## src/rtl/xo_decode_pkg.sv

```systemverilog
`default_nettype none
// ============================================================================
//  Module   : xo_decode_pkg
//  Brief    : Shared constants, unit encoding and helpers for the XO-format
//             decode queue (POWER ISA 3.0B, primary opcode 31).
//  Revision : 1.0  initial release
// ============================================================================
package xo_decode_pkg;

    localparam logic [5:0] c_opc_xo = 6'd31;

    // Functional-unit class of a decoded op
    typedef enum logic [1:0] {
        UNIT_ALU = 2'd0,
        UNIT_MUL = 2'd1,
        UNIT_DIV = 2'd2
    } unit_e;

    // XO extended opcodes (bits 22..30)
    localparam logic [8:0] c_xop_add     = 9'd266;
    localparam logic [8:0] c_xop_subf    = 9'd40;
    localparam logic [8:0] c_xop_addc    = 9'd10;
    localparam logic [8:0] c_xop_subfc   = 9'd8;
    localparam logic [8:0] c_xop_adde    = 9'd138;
    localparam logic [8:0] c_xop_subfe   = 9'd136;
    localparam logic [8:0] c_xop_addme   = 9'd234;
    localparam logic [8:0] c_xop_subfme  = 9'd232;
    localparam logic [8:0] c_xop_subfze  = 9'd200;
    localparam logic [8:0] c_xop_addze   = 9'd202;
    localparam logic [8:0] c_xop_neg     = 9'd104;
    localparam logic [8:0] c_xop_mullw   = 9'd235;
    localparam logic [8:0] c_xop_mulhwu  = 9'd11;
    localparam logic [8:0] c_xop_divw    = 9'd491;
    localparam logic [8:0] c_xop_divwu   = 9'd459;
    localparam logic [8:0] c_xop_divwe   = 9'd427;
    localparam logic [8:0] c_xop_divweu  = 9'd395;
    localparam logic [8:0] c_xop_mulld   = 9'd233;
    localparam logic [8:0] c_xop_mulhd   = 9'd73;
    localparam logic [8:0] c_xop_mulhdu  = 9'd9;
    localparam logic [8:0] c_xop_divd    = 9'd489;
    localparam logic [8:0] c_xop_divdu   = 9'd457;
    localparam logic [8:0] c_xop_divde   = 9'd425;
    localparam logic [8:0] c_xop_divdeu  = 9'd393;
    localparam logic [8:0] c_xop_addg6s  = 9'd74;

    // Op-table indices
    localparam logic [4:0] c_idx_add    = 5'd0;
    localparam logic [4:0] c_idx_subf   = 5'd1;
    localparam logic [4:0] c_idx_addc   = 5'd2;
    localparam logic [4:0] c_idx_subfc  = 5'd3;
    localparam logic [4:0] c_idx_adde   = 5'd4;
    localparam logic [4:0] c_idx_subfe  = 5'd5;
    localparam logic [4:0] c_idx_addme  = 5'd6;
    localparam logic [4:0] c_idx_subfme = 5'd7;
    localparam logic [4:0] c_idx_subfze = 5'd8;
    localparam logic [4:0] c_idx_addze  = 5'd9;
    localparam logic [4:0] c_idx_neg    = 5'd10;
    localparam logic [4:0] c_idx_mullw  = 5'd11;
    localparam logic [4:0] c_idx_mulhwu = 5'd12;
    localparam logic [4:0] c_idx_divw   = 5'd13;
    localparam logic [4:0] c_idx_divwu  = 5'd14;
    localparam logic [4:0] c_idx_divwe  = 5'd15;
    localparam logic [4:0] c_idx_divweu = 5'd16;
    localparam logic [4:0] c_idx_mulld  = 5'd17;
    localparam logic [4:0] c_idx_mulhd  = 5'd18;
    localparam logic [4:0] c_idx_mulhdu = 5'd19;
    localparam logic [4:0] c_idx_divd   = 5'd20;
    localparam logic [4:0] c_idx_divdu  = 5'd21;
    localparam logic [4:0] c_idx_divde  = 5'd22;
    localparam logic [4:0] c_idx_divdeu = 5'd23;
    localparam logic [4:0] c_idx_addg6s = 5'd24;

    // One decoded lane as stored in the FIFO
    typedef struct packed {
        logic       lv;
        logic       ill;
        logic [4:0] rt;
        logic [4:0] ra;
        logic [4:0] rb;
        logic [8:0] xop;
        logic       oe;
        logic       rc;
        logic [1:0] unit;
        logic [4:0] idx;
    } lane_rec_t;

    localparam int c_lane_rec_w = $bits(lane_rec_t);

    // Width of a full bundle record in the FIFO
    function automatic int bundle_width(input int lanes);
        return lanes * c_lane_rec_w;
    endfunction

    // Op-table lookup: {hit, unit, idx}
    function automatic logic [7:0] xop_lookup(input logic [8:0] xop);
        logic [7:0] r;
        r = 8'd0;
        case (xop)
            c_xop_add:    r = {1'b1, UNIT_ALU, c_idx_add};
            c_xop_subf:   r = {1'b1, UNIT_ALU, c_idx_subf};
            c_xop_addc:   r = {1'b1, UNIT_ALU, c_idx_addc};
            c_xop_subfc:  r = {1'b1, UNIT_ALU, c_idx_subfc};
            c_xop_adde:   r = {1'b1, UNIT_ALU, c_idx_adde};
            c_xop_subfe:  r = {1'b1, UNIT_ALU, c_idx_subfe};
            c_xop_addme:  r = {1'b1, UNIT_ALU, c_idx_addme};
            c_xop_subfme: r = {1'b1, UNIT_ALU, c_idx_subfme};
            c_xop_subfze: r = {1'b1, UNIT_ALU, c_idx_subfze};
            c_xop_addze:  r = {1'b1, UNIT_ALU, c_idx_addze};
            c_xop_neg:    r = {1'b1, UNIT_ALU, c_idx_neg};
            c_xop_mullw:  r = {1'b1, UNIT_MUL, c_idx_mullw};
            c_xop_mulhwu: r = {1'b1, UNIT_MUL, c_idx_mulhwu};
            c_xop_divw:   r = {1'b1, UNIT_DIV, c_idx_divw};
            c_xop_divwu:  r = {1'b1, UNIT_DIV, c_idx_divwu};
            c_xop_divwe:  r = {1'b1, UNIT_DIV, c_idx_divwe};
            c_xop_divweu: r = {1'b1, UNIT_DIV, c_idx_divweu};
            c_xop_mulld:  r = {1'b1, UNIT_MUL, c_idx_mulld};
            c_xop_mulhd:  r = {1'b1, UNIT_MUL, c_idx_mulhd};
            c_xop_mulhdu: r = {1'b1, UNIT_MUL, c_idx_mulhdu};
            c_xop_divd:   r = {1'b1, UNIT_DIV, c_idx_divd};
            c_xop_divdu:  r = {1'b1, UNIT_DIV, c_idx_divdu};
            c_xop_divde:  r = {1'b1, UNIT_DIV, c_idx_divde};
            c_xop_divdeu: r = {1'b1, UNIT_DIV, c_idx_divdeu};
            c_xop_addg6s: r = {1'b1, UNIT_ALU, c_idx_addg6s};
            default:      r = 8'd0;
        endcase
        return r;
    endfunction

    // Ops that have no OE (overflow-enable) form
    function automatic logic xop_no_oe(input logic [8:0] xop);
        return (xop == c_xop_mulhwu) || (xop == c_xop_mulhdu) ||
               (xop == c_xop_mulhd)  || (xop == c_xop_addg6s);
    endfunction

endpackage
`default_nettype wire

```

## src/rtl/xo_lane_decode.sv

```systemverilog
`default_nettype none
// ============================================================================
//  Module   : xo_lane_decode
//  Brief    : Combinational XO-format decode of a single instruction lane.
//             Bit numbering follows the ISA: bit 0 is the word MSB.
//  Revision : 1.0  initial release
// ============================================================================
module xo_lane_decode
    import xo_decode_pkg::*;
#(
    parameter int OPC_W  = 6,
    parameter int WORD_W = 32
) (
    input  logic                    i_valid,
    input  logic [WORD_W-1:0]       i_insn,
    output logic [c_lane_rec_w-1:0] o_rec,
    output logic                    o_illegal
);

    logic [OPC_W-1:0] w_opc;
    logic [8:0]       w_xop;
    logic             w_oe;
    logic [7:0]       w_lookup;
    logic             w_is_xo;
    logic             w_oe_bad;
    logic             w_legal;
    lane_rec_t        w_rec;

    assign w_opc    = i_insn[WORD_W-1 -: OPC_W];
    assign w_xop    = i_insn[WORD_W-23 -: 9];
    assign w_oe     = i_insn[WORD_W-22];
    assign w_lookup = xop_lookup(w_xop);
    assign w_is_xo  = i_valid && (w_opc == OPC_W'(c_opc_xo));
    assign w_oe_bad = xop_no_oe(w_xop) && w_oe;
    assign w_legal  = w_is_xo && w_lookup[7] && !w_oe_bad;

    // Assemble the lane record; fields only for opcode-31 lanes, class only for legal ones
    always_comb begin
        w_rec     = '0;
        w_rec.lv  = w_legal;
        w_rec.ill = w_is_xo && !w_legal;
        if (w_is_xo) begin
            w_rec.rt  = i_insn[WORD_W-7  -: 5];
            w_rec.ra  = i_insn[WORD_W-12 -: 5];
            w_rec.rb  = i_insn[WORD_W-17 -: 5];
            w_rec.xop = w_xop;
            w_rec.oe  = w_oe;
            w_rec.rc  = i_insn[WORD_W-32];
        end
        if (w_legal) begin
            w_rec.unit = w_lookup[6:5];
            w_rec.idx  = w_lookup[4:0];
        end
    end

    assign o_rec     = w_rec;
    assign o_illegal = w_rec.ill;

endmodule
`default_nettype wire

```

## src/rtl/xo_decode_queue.sv

```systemverilog
`default_nettype none
// ============================================================================
//  Module   : xo_decode_queue
//  Brief    : Multi-lane XO decoder feeding a DEPTH-entry bundle FIFO with
//             valid/ready handshake, flush and saturating illegal-lane count.
//  Revision : 1.0  initial release
// ============================================================================
module xo_decode_queue
    import xo_decode_pkg::*;
#(
    parameter int opcodeWidth      = 6,
    parameter int xOpCodeWidth     = 9,
    parameter int regWidth         = 5,
    parameter int instructionWidth = 32,
    parameter int LANES            = 2,
    parameter int DEPTH            = 4
) (
    input  logic                           clock_i,
    input  logic                           reset_i,
    input  logic                           flush_i,
    input  logic                           valid_i,
    input  logic [LANES-1:0]               laneValid_i,
    input  logic [LANES*instructionWidth-1:0] instruction_i,
    output logic                           ready_o,
    output logic                           valid_o,
    input  logic                           ready_i,
    output logic [LANES-1:0]               laneValid_o,
    output logic [LANES-1:0]               illegal_o,
    output logic [LANES*regWidth-1:0]      reg1_o,
    output logic [LANES*regWidth-1:0]      reg2_o,
    output logic [LANES*regWidth-1:0]      reg3_o,
    output logic [LANES*xOpCodeWidth-1:0]  xOpCode_o,
    output logic [LANES-1:0]               oe_o,
    output logic [LANES-1:0]               rc_o,
    output logic [LANES*2-1:0]             unit_o,
    output logic [LANES*5-1:0]             opIdx_o,
    output logic [15:0]                    illegalCount_o
);

    localparam int             REC_W   = bundle_width(LANES);
    localparam int             PTR_W   = $clog2(DEPTH);
    localparam logic [PTR_W:0] c_depth = (PTR_W+1)'(DEPTH);

    logic [REC_W-1:0] r_mem [DEPTH];
    logic [PTR_W-1:0] r_wr_ptr;
    logic [PTR_W-1:0] r_rd_ptr;
    logic [PTR_W:0]   r_count;
    logic [15:0]      r_ill_cnt;

    logic [REC_W-1:0] w_bundle;
    logic [REC_W-1:0] w_head;
    logic [LANES-1:0] w_in_ill;
    logic             w_push;
    logic             w_pop;
    logic [16:0]      w_ill_sum;

    assign ready_o        = (r_count != c_depth);
    assign valid_o        = (r_count != '0);
    assign w_push         = valid_i && ready_o && !flush_i;
    assign w_pop          = valid_o && ready_i && !flush_i;
    assign w_head         = r_mem[r_rd_ptr];
    assign illegalCount_o = r_ill_cnt;

    // Per-lane decode at the input and unpacking of the head entry
    genvar k;
    generate
        for (k = 0; k < LANES; k++) begin : g_lane
            lane_rec_t w_out_rec;

            xo_lane_decode #(
                .OPC_W  (opcodeWidth),
                .WORD_W (instructionWidth)
            ) u_dec (
                .i_valid   (laneValid_i[k]),
                .i_insn    (instruction_i[k*instructionWidth +: instructionWidth]),
                .o_rec     (w_bundle[k*c_lane_rec_w +: c_lane_rec_w]),
                .o_illegal (w_in_ill[k])
            );

            // Payload is forced to zero while the FIFO is empty
            assign w_out_rec = valid_o ? lane_rec_t'(w_head[k*c_lane_rec_w +: c_lane_rec_w])
                                       : lane_rec_t'('0);

            assign laneValid_o[k]                          = w_out_rec.lv;
            assign illegal_o[k]                            = w_out_rec.ill;
            assign reg1_o[k*regWidth +: regWidth]          = regWidth'(w_out_rec.rt);
            assign reg2_o[k*regWidth +: regWidth]          = regWidth'(w_out_rec.ra);
            assign reg3_o[k*regWidth +: regWidth]          = regWidth'(w_out_rec.rb);
            assign xOpCode_o[k*xOpCodeWidth +: xOpCodeWidth] = xOpCodeWidth'(w_out_rec.xop);
            assign oe_o[k]                                 = w_out_rec.oe;
            assign rc_o[k]                                 = w_out_rec.rc;
            assign unit_o[k*2 +: 2]                        = w_out_rec.unit;
            assign opIdx_o[k*5 +: 5]                       = w_out_rec.idx;
        end
    endgenerate

    // Running illegal count plus the illegal lanes of the incoming bundle
    always_comb begin
        w_ill_sum = {1'b0, r_ill_cnt};
        for (int i = 0; i < LANES; i++) begin
            w_ill_sum = w_ill_sum + 17'(w_in_ill[i]);
        end
    end

    // Bundle storage; contents are don't-care until written, outputs are gated by valid_o
    always_ff @(posedge clock_i) begin
        if (w_push) begin
            r_mem[r_wr_ptr] <= w_bundle;
        end
    end

    // Pointers, occupancy and saturating illegal counter
    always_ff @(posedge clock_i or posedge reset_i) begin
        if (reset_i) begin
            r_wr_ptr  <= '0;
            r_rd_ptr  <= '0;
            r_count   <= '0;
            r_ill_cnt <= '0;
        end else begin
            if (flush_i) begin
                r_wr_ptr <= '0;
                r_rd_ptr <= '0;
                r_count  <= '0;
            end else begin
                if (w_push) begin
                    r_wr_ptr <= r_wr_ptr + PTR_W'(1);
                end
                if (w_pop) begin
                    r_rd_ptr <= r_rd_ptr + PTR_W'(1);
                end
                case ({w_push, w_pop})
                    2'b10:   r_count <= r_count + 1'b1;
                    2'b01:   r_count <= r_count - 1'b1;
                    default: r_count <= r_count;
                endcase
            end
            if (w_push) begin
                r_ill_cnt <= w_ill_sum[16] ? 16'hFFFF : w_ill_sum[15:0];
            end
        end
    end

endmodule
`default_nettype wire

```

## config.mk

```make
export PLATFORM = sky130hd
export DESIGN_NAME = xo_decode_queue
export DESIGN_NICKNAME = d
export VERILOG_FILES = /design/src/rtl/xo_decode_pkg.sv /design/src/rtl/xo_lane_decode.sv /design/src/rtl/xo_decode_queue.sv
export SDC_FILE = /design/constraint.sdc
export NUM_CORES = 1
export LEC_CHECK = 0
export CAP_MARGIN = 20
export CELL_PAD_IN_SITES_DETAIL_PLACEMENT = 0
export CELL_PAD_IN_SITES_GLOBAL_PLACEMENT = 2
export CORE_UTILIZATION = 25
export CTS_CLUSTER_DIAMETER = 80
export CTS_CLUSTER_SIZE = 14
export DETAILED_ROUTE_END_ITERATION = 7
export PLACE_DENSITY = 0.57
export SYNTH_ARGS = -nofsm -noshare
export SYNTH_HDL_FRONTEND = slang
export SYNTH_SLANG_ARGS = --single-unit
export TNS_END_PERCENT = 20
```

## constraint.sdc

```tcl
create_clock -name clock_i -period 8 [get_ports clock_i]
set_input_delay 1.2 -clock clock_i [delete_from_list [all_inputs] [get_ports clock_i]]
set_output_delay 1.2 -clock clock_i [all_outputs]
set_load 0.01 [all_outputs]
```

# Word-level counts from Yosys, hierarchy flattened
# Memory sizes are Yosys's and may differ from the RTL's.
# Cells that the tools add are included.
# classes
addsub,6
eq_ne,55
muxes,17
reduce_logical,29
# ops
op,n
$pmux 8 s25,2
$eq 9x9->1 const B,18
$eq 9x8->1 const B,16
$eq 9x4->1 const B,8
$mux 35,2
$eq 9x7->1 const B,6
$mux 26,2
$eq 9x6->1 const B,2
$add 16x1->17,1
$add 17x1->17,1
$mux 16,1
$logic_and 1x1->1,14
$mux 7,2
$eq 6x5->1 const B,2
$mux 2,4
$logic_or 1x1->1,6
$pmux 3 s2,1
$reduce_bool 3->1,2
$logic_not 1->1,5
$add 2x1->2 const B,2
$reduce_bool 2->1,2
$add 3x1->3 const B,1
$mux 3,1
$ne 3x3->1 const B,1
4 further kinds,5
# word_totals
inputBits,71
ram_bits,280
out_inout_bits,88
register_bits,23
wordCells,112
mem_count,1
# memory_table
memory,words,width,read_ports,rd_clocked_by_memory_dff,wr,line,rtl
r_mem,4,70,1,0,1,xo_decode_queue.sv:44,logic [REC_W-1:0] r_mem [DEPTH];

# Depth between registers and ports, before layout
# Gate-level depths: netlist of the first run.
# depth
depth_word,12
mapped_depth,15
depth_no_buf,12

# Cells and area by module
# A second synthesis of the first run with hierarchy kept.
# unflattened
cells_unflattened,866
area_unflattened_um2,13559.3
# by_module_without_submodules
module,n_inst,seq_area_each_um2,cells_each,area_each_um2
xo_decode_queue,1,8983.6,592,11912.7
xo_lane_decode,2,0.0,137,823.3

# Least setup slack after synthesis of the first run
# No wires, ideal clock.
# synth_timing
path_kind,input -> register
from,input instruction_i[38]
to,register r_ill_cnt[15] (netlist: illegalCount_o[15])
path_slack_ps,3925
t_arrival_ps,3951
required_time_ps,7875
cell_stages,13
path_buffers,2
setup_time_ps,125
path_cell_list,clkbuf_1 buf_2 xnor2_1 nor2_1 a211oi_1 a31o_4 nand2_1 fa_1 and3b_1 nand4_1 nor3_1 and3_1 mux2_2
# synth_between
elab_chain_cells,11
word_cells_on_any_way,37
classes_between,add/sub: 1; eq/ne: 25; mux: 2; reduce/logical: 9
# synth_rtl
element,line,rtl
from (decl),xo_decode_queue.sv:23,"input logic [LANES*instructionWidth-1:0] instruction_i,"
"parallel branches: the longest is 6 deep, another holds $pmux 8 s25",--,
$logic_and 1x1->1 *,xo_lane_decode.sv:35,assign w_legal = w_is_xo && w_lookup[7] && !w_oe_bad;
$logic_not 1->1 *,xo_lane_decode.sv:41,w_rec.ill = w_is_xo && !w_legal;
$logic_and 1x1->1 *,xo_lane_decode.sv:41,
$add 17x1->17 *,xo_decode_queue.sv:101,w_ill_sum = w_ill_sum + 17'(w_in_ill[i]);
$mux 16 *,xo_decode_queue.sv:138,r_ill_cnt <= w_ill_sum[16] ? 16'hFFFF : w_ill_sum[15:0];
to (signal assigned),xo_decode_queue.sv:138,
to (decl),xo_decode_queue.sv:48,logic [15:0] r_ill_cnt;
# Every way passes the cells marked *.
# A chain may end at the register's enable or synchronous reset.

# Worst setup path after layout of the first run
# layout_timing
from,input instruction_i[38]
to,register r_ill_cnt[3] (netlist: illegalCount_o[3])
# Same word-level chain as after synthesis.

==> results.sh, run 1 <==
export IMPL_worstHoldPathCells=2
export IMPL_cts_root_buffer_cell="clkbuf_16"
export IMPL_initial_core_util_pct=25.5
export IMPL_first_iter_violations=346
export IMPL_clk_pin_slew_ns=0.07
export IMPL_syn_to_final_growth_pct=23.5
export IMPL_syn_inst=807
export IMPL_pre_cts_ws_ns=2.61
export IMPL_finalWeightedCongestion=0.747
export IMPL_fmax_mhz=208
export IMPL_min_period_ns=4.80
export IMPL_core_area_um2=51700
export IMPL_ioPinCount=159
export IMPL_dieWidth_um=232
export IMPL_die_y_um=232
export IMPL_final_core_util_pct=31.5
export IMPL_powerDensity_nw_per_um2=276
export IMPL_cts_setup_buffers=0
export IMPL_dr_pass1_iters=4
export IMPL_synthSimpleGateAreaFrac_pct=11.7
export IMPL_remaining_drc_errors=0
export IMPL_clock_skew_ns=0.0183
export IMPL_multi_input_area_um2=3980
export IMPL_grt_first_pass_wirelength_um=49900
export IMPL_htree_levels=1
export IMPL_syn_area_um2=13200
export IMPL_crit_type="input pin to flip-flop"
export IMPL_fin_area_um2=16300
export IMPL_setup_viol=0
export IMPL_ff_latch_area_um2=8990
export IMPL_synth_adder_area_share_pct=0.778
export IMPL_postRouteAntennaNets=0
export IMPL_rrSetupSlack_ns=5.40
export IMPL_p_total_mw=4.49
export IMPL_final_cell_mix="edfxtp_1 (280), clkdlybuf4s50_1 (158), and2_1 (123), mux4_2 (70), nor2_1 (38)"
export IMPL_fillers=5146
export IMPL_worstSkewPairLatency_ns=0.55
export IMPL_rr_worst_depth=8
export IMPL_grt_total_usage_pct=12.3
export IMPL_slew_headroom_pct=28.8
export IMPL_synth_compound_area_share_pct=3.60
export IMPL_post_dp_cell_area_um2=15500
export IMPL_synth_edff_count=280
export IMPL_r2r_start="illegalCount_o[0]$_DFFE_PP0P_"
export IMPL_worst_pin_slew_ns=1.07
export IMPL_hpwl_um=20000
export IMPL_final_common_cell="edfxtp_1"
export IMPL_routed_wl_um=33100
export IMPL_fin_nets=1030
export IMPL_rsz0062_at_grt="false"
export IMPL_cts_repair_resize_count=0
export IMPL_ir_drop_mv=0.132
export IMPL_synth_warnings=0
export IMPL_timing_hold_ws_ns=0.586
export IMPL_grt_overflow_total=0
export IMPL_synth_top_family_by_area="multiplexers"
export IMPL_hold_path_class="flip-flop to flip-flop"
export IMPL_synthArstFlopShare_pct=7.59
export IMPL_worstPathMaxFanout=18
export IMPL_status="finished clean"
export IMPL_via_per_inst=4.48
export IMPL_muxShareOfSynthArea_pct=12.4
export IMPL_r2r_end="illegalCount_o[3]$_DFFE_PP0P_"
export IMPL_placedCellCount=1603
export IMPL_start_kind="input pin"
export IMPL_yosysSeqAreaShare_pct=68.1
export IMPL_layout_drive_gt1_share_pct=13.6
export IMPL_worst_slack_ns=3.20
export IMPL_synthXorXnorAreaFrac_pct=1.39
export IMPL_vias=7359
export IMPL_antenna_found_initial=3
export IMPL_avgSynthCellArea_um2=16.3
export IMPL_ctsLongestPathBuffers=3
export IMPL_die_area_um2=53700
export IMPL_cts_tree="done"
export IMPL_startpoint="instruction_i[38]"
export IMPL_port_buffers=158
export IMPL_min_from="r_wr_ptr[1]$_DFFE_PP0P_"
export IMPL_ys_ff_latch=303
export IMPL_ys_types=61
export IMPL_worstPathRequired_ns=8.46
export IMPL_wl_per_cell_um=20.1
export IMPL_cts_hold_buffers=0
export IMPL_syn_nets=885
export IMPL_critPathCaptureType="flip-flop"
export IMPL_ys_flop_type="edfxtp_1"
export IMPL_max_cap_viol_count=0
export IMPL_rows=83
export IMPL_clkSinkCount=303
export IMPL_grt_max_degree=74
export IMPL_grt_pass1_vias=7870
export IMPL_cp_arrival_ns=5.26
export IMPL_num_antenna_cells=0
export IMPL_cts_inserted_buffers=26
export IMPL_hold_violations=0
export IMPL_fin_setup_tns_ns=0
export IMPL_drv_slew=0
export IMPL_finalNonFillerCells=1644
export IMPL_hold_end="r_wr_ptr[1]$_DFFE_PP0P_"
export IMPL_p_leak_nw=5.30
export IMPL_post_route_period_util_pct=60.0
-- worst max path at each step --
stage | to | cells past startpoint | slack [ns]
after global placement | illegalCount_o[2]$_DFFE_PP0P_ | 13 | 2.71
after detailed placement | illegalCount_o[2]$_DFFE_PP0P_ | 13 | 2.61
final | illegalCount_o[3]$_DFFE_PP0P_ | 13 | 3.20
after global routing | illegalCount_o[5]$_DFFE_PP0P_ | 13 | 2.77
after floorplan | illegalCount_o[15]$_DFFE_PP0P_ | 13 | 3.92
after CTS | illegalCount_o[3]$_DFFE_PP0P_ | 13 | 3.18
-- cell type report --
class                   instances  area share [%]
flip-flops and latches        303            55.2
well taps                     680            5.22
clock inverters                 5           0.407
inverters                      13           0.300
clock buffers                  35            4.26
multi-input cells             440            24.4
repair buffers                168            10.2
-- flip-flops by register name (all words and copies together) (netlist names) --
name / count
illegalCount_o: 16
r_count: 3
r_mem: 280
r_rd_ptr: 2
r_wr_ptr: 2
-- where the power goes --
group	internal, mW	total [mW]	switching [mW]
Combinational	0.751	1.42	0.668
Clock	0.637	1.19	0.554
Sequential	1.81	1.88	0.0653
-- kinds of logic after synthesis --
group | after synthesis
flip-flops | 303
AND/OR/NAND/NOR | 273
multiplexers | 76
buffers and inverters | 64
AO/OA/AOI/OAI | 63
XOR/XNOR | 21
adder cells (fa/ha/maj) | 7
-- metal layers --
| metal | global-route usage [%] | wire [µm] | up-vias |
|---|---|---|---|
| li1 | - | - | 3379 |
| met1 | 16.3 | 14900 | 3792 |
| met2 | 20.8 | 16100 | 142 |
| met3 | 2.27 | 1420 | 40 |
| met4 | 3.21 | 610 | 6 |
| met5 | 0 | 40 | - |
-- critical path: stages --
cell,delay (ns)
clkdlybuf4s50_1,0.76
and2_1,0.35
o2111a_1,0.24
a211oi_1,0.33
a31o_4,0.30
nand2_1,0.09
fa_1,0.44
inv_1,0.08
ha_1,0.18
nand4_1,0.21
nor2_1,0.37
nand3_1,0.49
nand2_1,0.20
-- cell usage after synthesis, drive strengths merged (3+ instances only) --
cell,n,area [µm²]
a211oi,3,27.5
a21oi,10,50.1
a2bb2oi,4,35.0
a31o,3,35.0
a31oi,5,31.3
and2,123,769
and3,9,56.3
and4,3,26.3
buf,13,71.3
clkbuf,38,143
dfrtp,23,576
edfxtp,280,8410
ha,5,62.6
inv,13,48.8
mux2i,4,40.0
mux4,70,1580
nand2,37,139
nand2b,4,25.0
nand3,11,55.1
nand3b,3,22.5
nand4,7,43.8
nor2,39,146
nor2b,4,25.0
nor3,11,55.1
nor3b,4,30.0
nor4b,3,26.3
o211ai,4,30.0
o21a,3,22.5
o21ai,12,60.1
or3b,3,26.3
or4,3,26.3
xnor2,15,131
xor2,6,52.6
(Power assumes the default switching activity.)
==> inputs of run 2 (changes only) <==
Clock period 8 ns to 4.8 ns, I/O delays scaled along.
==> results.sh, run 2 (synthesized netlist as in run 1, its figures left out) <==
export IMPL_antenna_found_initial=2
export IMPL_path_delay_family="simple AND/OR/NAND/NOR gates"
export IMPL_rsz0062_at_grt="false"
export IMPL_p_total_mw=7.67
export IMPL_core_area_um2=51700
export IMPL_slew_headroom_pct=42.0
export IMPL_cts_setup_buffers=0
export IMPL_cts_hold_buffers=0
export IMPL_start_kind="input pin"
export IMPL_via_per_inst=4.43
export IMPL_max_cap_viol_count=0
export IMPL_cts_tree="done"
export IMPL_finalWeightedCongestion=0.790
export IMPL_rr_worst_depth=6
export IMPL_min_period_ns=3.85
export IMPL_grt_pass1_vias=7966
export IMPL_grt_total_usage_pct=12.4
export IMPL_remaining_drc_errors=0
export IMPL_fmax_mhz=260
export IMPL_status="finished clean"
export IMPL_slowest_stage="clkdlybuf4s50_1"
export IMPL_clk_pin_slew_ns=0.07
export IMPL_port_buffers=158
export IMPL_largest_reg_flops=280
export IMPL_die_y_um=232
export IMPL_worstPathRequired_ns=5.24
export IMPL_die_area_um2=53700
export IMPL_r2r_start="r_count[2]$_DFFE_PP0P_"
export IMPL_fin_nets=1056
export IMPL_crit_type="input pin to flip-flop"
export IMPL_grt_overflow_total=0
export IMPL_rows=83
export IMPL_worst_path_stages=12
export IMPL_cts_inserted_buffers=28
export IMPL_cts_root_buffer_cell="clkbuf_16"
export IMPL_p_leak_nw=5.47
export IMPL_wl_per_cell_um=19.6
export IMPL_critPathMaxStageDelay_ns=0.76
export IMPL_ir_drop_mv=0.226
export IMPL_rrSetupSlack_ns=2.31
export IMPL_timing_hold_ws_ns=0.382
export IMPL_post_route_period_util_pct=80.2
export IMPL_hpwl_um=20500
export IMPL_first_iter_violations=336
export IMPL_fillers=5093
export IMPL_powerDensity_nw_per_um2=460
export IMPL_crit_end="illegalCount_o[15]$_DFFE_PP0P_"
export IMPL_fin_setup_tns_ns=0
export IMPL_syn_to_final_growth_pct=26.2
export IMPL_critPathCaptureType="flip-flop"
export IMPL_path_cells="clkdlybuf4s50_1 > nor2_1 > and3_1 > a2bb2oi_1 > a31oi_1 > nand2b_1 > fa_1 > and3b_1 > nand4_1 > nor3_1 > and3_1 > mux2_2"
export IMPL_worstPathMaxFanout=14
export IMPL_initial_core_util_pct=25.5
export IMPL_grt_first_pass_wirelength_um=50200
export IMPL_dr_pass1_iters=6
export IMPL_drv_slew=0
export IMPL_startpoint="instruction_i[6]"
export IMPL_multi_input_area_um2=3980
export IMPL_routed_wl_um=32900
export IMPL_r2r_end="r_count[1]$_DFFE_PP0P_"
export IMPL_postRouteAntennaNets=0
export IMPL_grt_max_degree=74
export IMPL_hold_violations=0
export IMPL_cts_repair_resize_count=0
export IMPL_ff_latch_area_um2=8990
export IMPL_final_cell_mix="edfxtp_1 (280), clkdlybuf4s50_1 (158), and2_1 (123), mux4_2 (70), nor2_1 (38)"
export IMPL_clkSinkCount=303
export IMPL_ioPinCount=159
export IMPL_vias=7415
export IMPL_cp_arrival_ns=4.29
export IMPL_worstSkewPairLatency_ns=0.56
export IMPL_clock_skew_ns=0.00869
export IMPL_crit_buf_inv=1
export IMPL_ctsLongestPathBuffers=3
export IMPL_hold_path_class="input pin to async pin"
export IMPL_worst_pin_slew_ns=0.871
export IMPL_top_register="r_mem"
export IMPL_layout_drive_gt1_share_pct=16.4
export IMPL_setup_viol=0
export IMPL_crit_path_frequent_cell="and3_1"
export IMPL_htree_levels=1
export IMPL_final_common_cell="edfxtp_1"
export IMPL_dieWidth_um=232
## run 2: cell types whose count changed in the layout (fill, tap and decap cells not counted), sizes merged
| cell | delta |
|---|---|
| buf | +25 |
| clkbuf | +3 |
| clkinv | +3 |
| diode | +1 |
| dlymetal6s2s | -1 |
## run 2: power breakdown
group / switching [mW] / total [mW] / internal [mW]
logic: 1.06 / 2.35 / 1.29
clock network: 0.972 / 2.15 / 1.17
registers: 0.150 / 3.17 / 3.02
## run 2: worst min path at each step
stage | start | to | cells past startpoint
6_report | reset_i | r_count[1]$_DFFE_PP0P_ | 2
5_1_grt | reset_i | r_count[1]$_DFFE_PP0P_ | 2
4_1_cts | illegalCount_o[9]$_DFFE_PP0P_ | illegalCount_o[9]$_DFFE_PP0P_ | 2
3_5_place_dp | illegalCount_o[9]$_DFFE_PP0P_ | illegalCount_o[9]$_DFFE_PP0P_ | 2
3_3_place_gp | illegalCount_o[9]$_DFFE_PP0P_ | illegalCount_o[9]$_DFFE_PP0P_ | 2
2_1_floorplan | r_wr_ptr[1]$_DFFE_PP0P_ | r_wr_ptr[1]$_DFFE_PP0P_ | 2
## run 2: cell type report
class | count | share of cell area (%)
timing repair buffer | 192 | 11.6
inverter | 13 | 0.293
clock inverter | 8 | 0.518
antenna | 1 | 0.0150
multi-input combinational | 440 | 23.9
sequential | 303 | 54.0
clock buffer | 38 | 4.62
tap | 680 | 5.11
## run 2: routing by layer
| layer | track usage [%] | wire [µm] | part of all wire [%] |
|---|---|---|---|
| met3 | 2.37 | 1550 | 4.7 |
| met4 | 3.04 | 535 | 1.6 |
| met2 | 21.1 | 15900 | 48 |
| met1 | 16.1 | 14800 | 45 |
| met5 | 0 | 23 | 0.070 |
## run 2: metrics by stage
stage	instances	utilization (%)	instance area (µm²)	setup slack (ns)
global placement	1627	30.5	15800	0.395
CTS	1673	32.1	16600	0.880
finish	1675	32.2	16700	0.949
global route	1674	32.2	16700	0.578
detailed placement	1627	30.5	15800	0.335
floorplan	807	-	13200	1.20
## run 2: worst reg2reg max path, cell delays in order, from the launching register on
cell and delay [ns]:
dfrtp_1 0.45, or3_4 0.74, nand2_1 0.24, nor3b_1 0.29, fa_1 0.45, mux2i_1 0.14, nor2_1 0.06
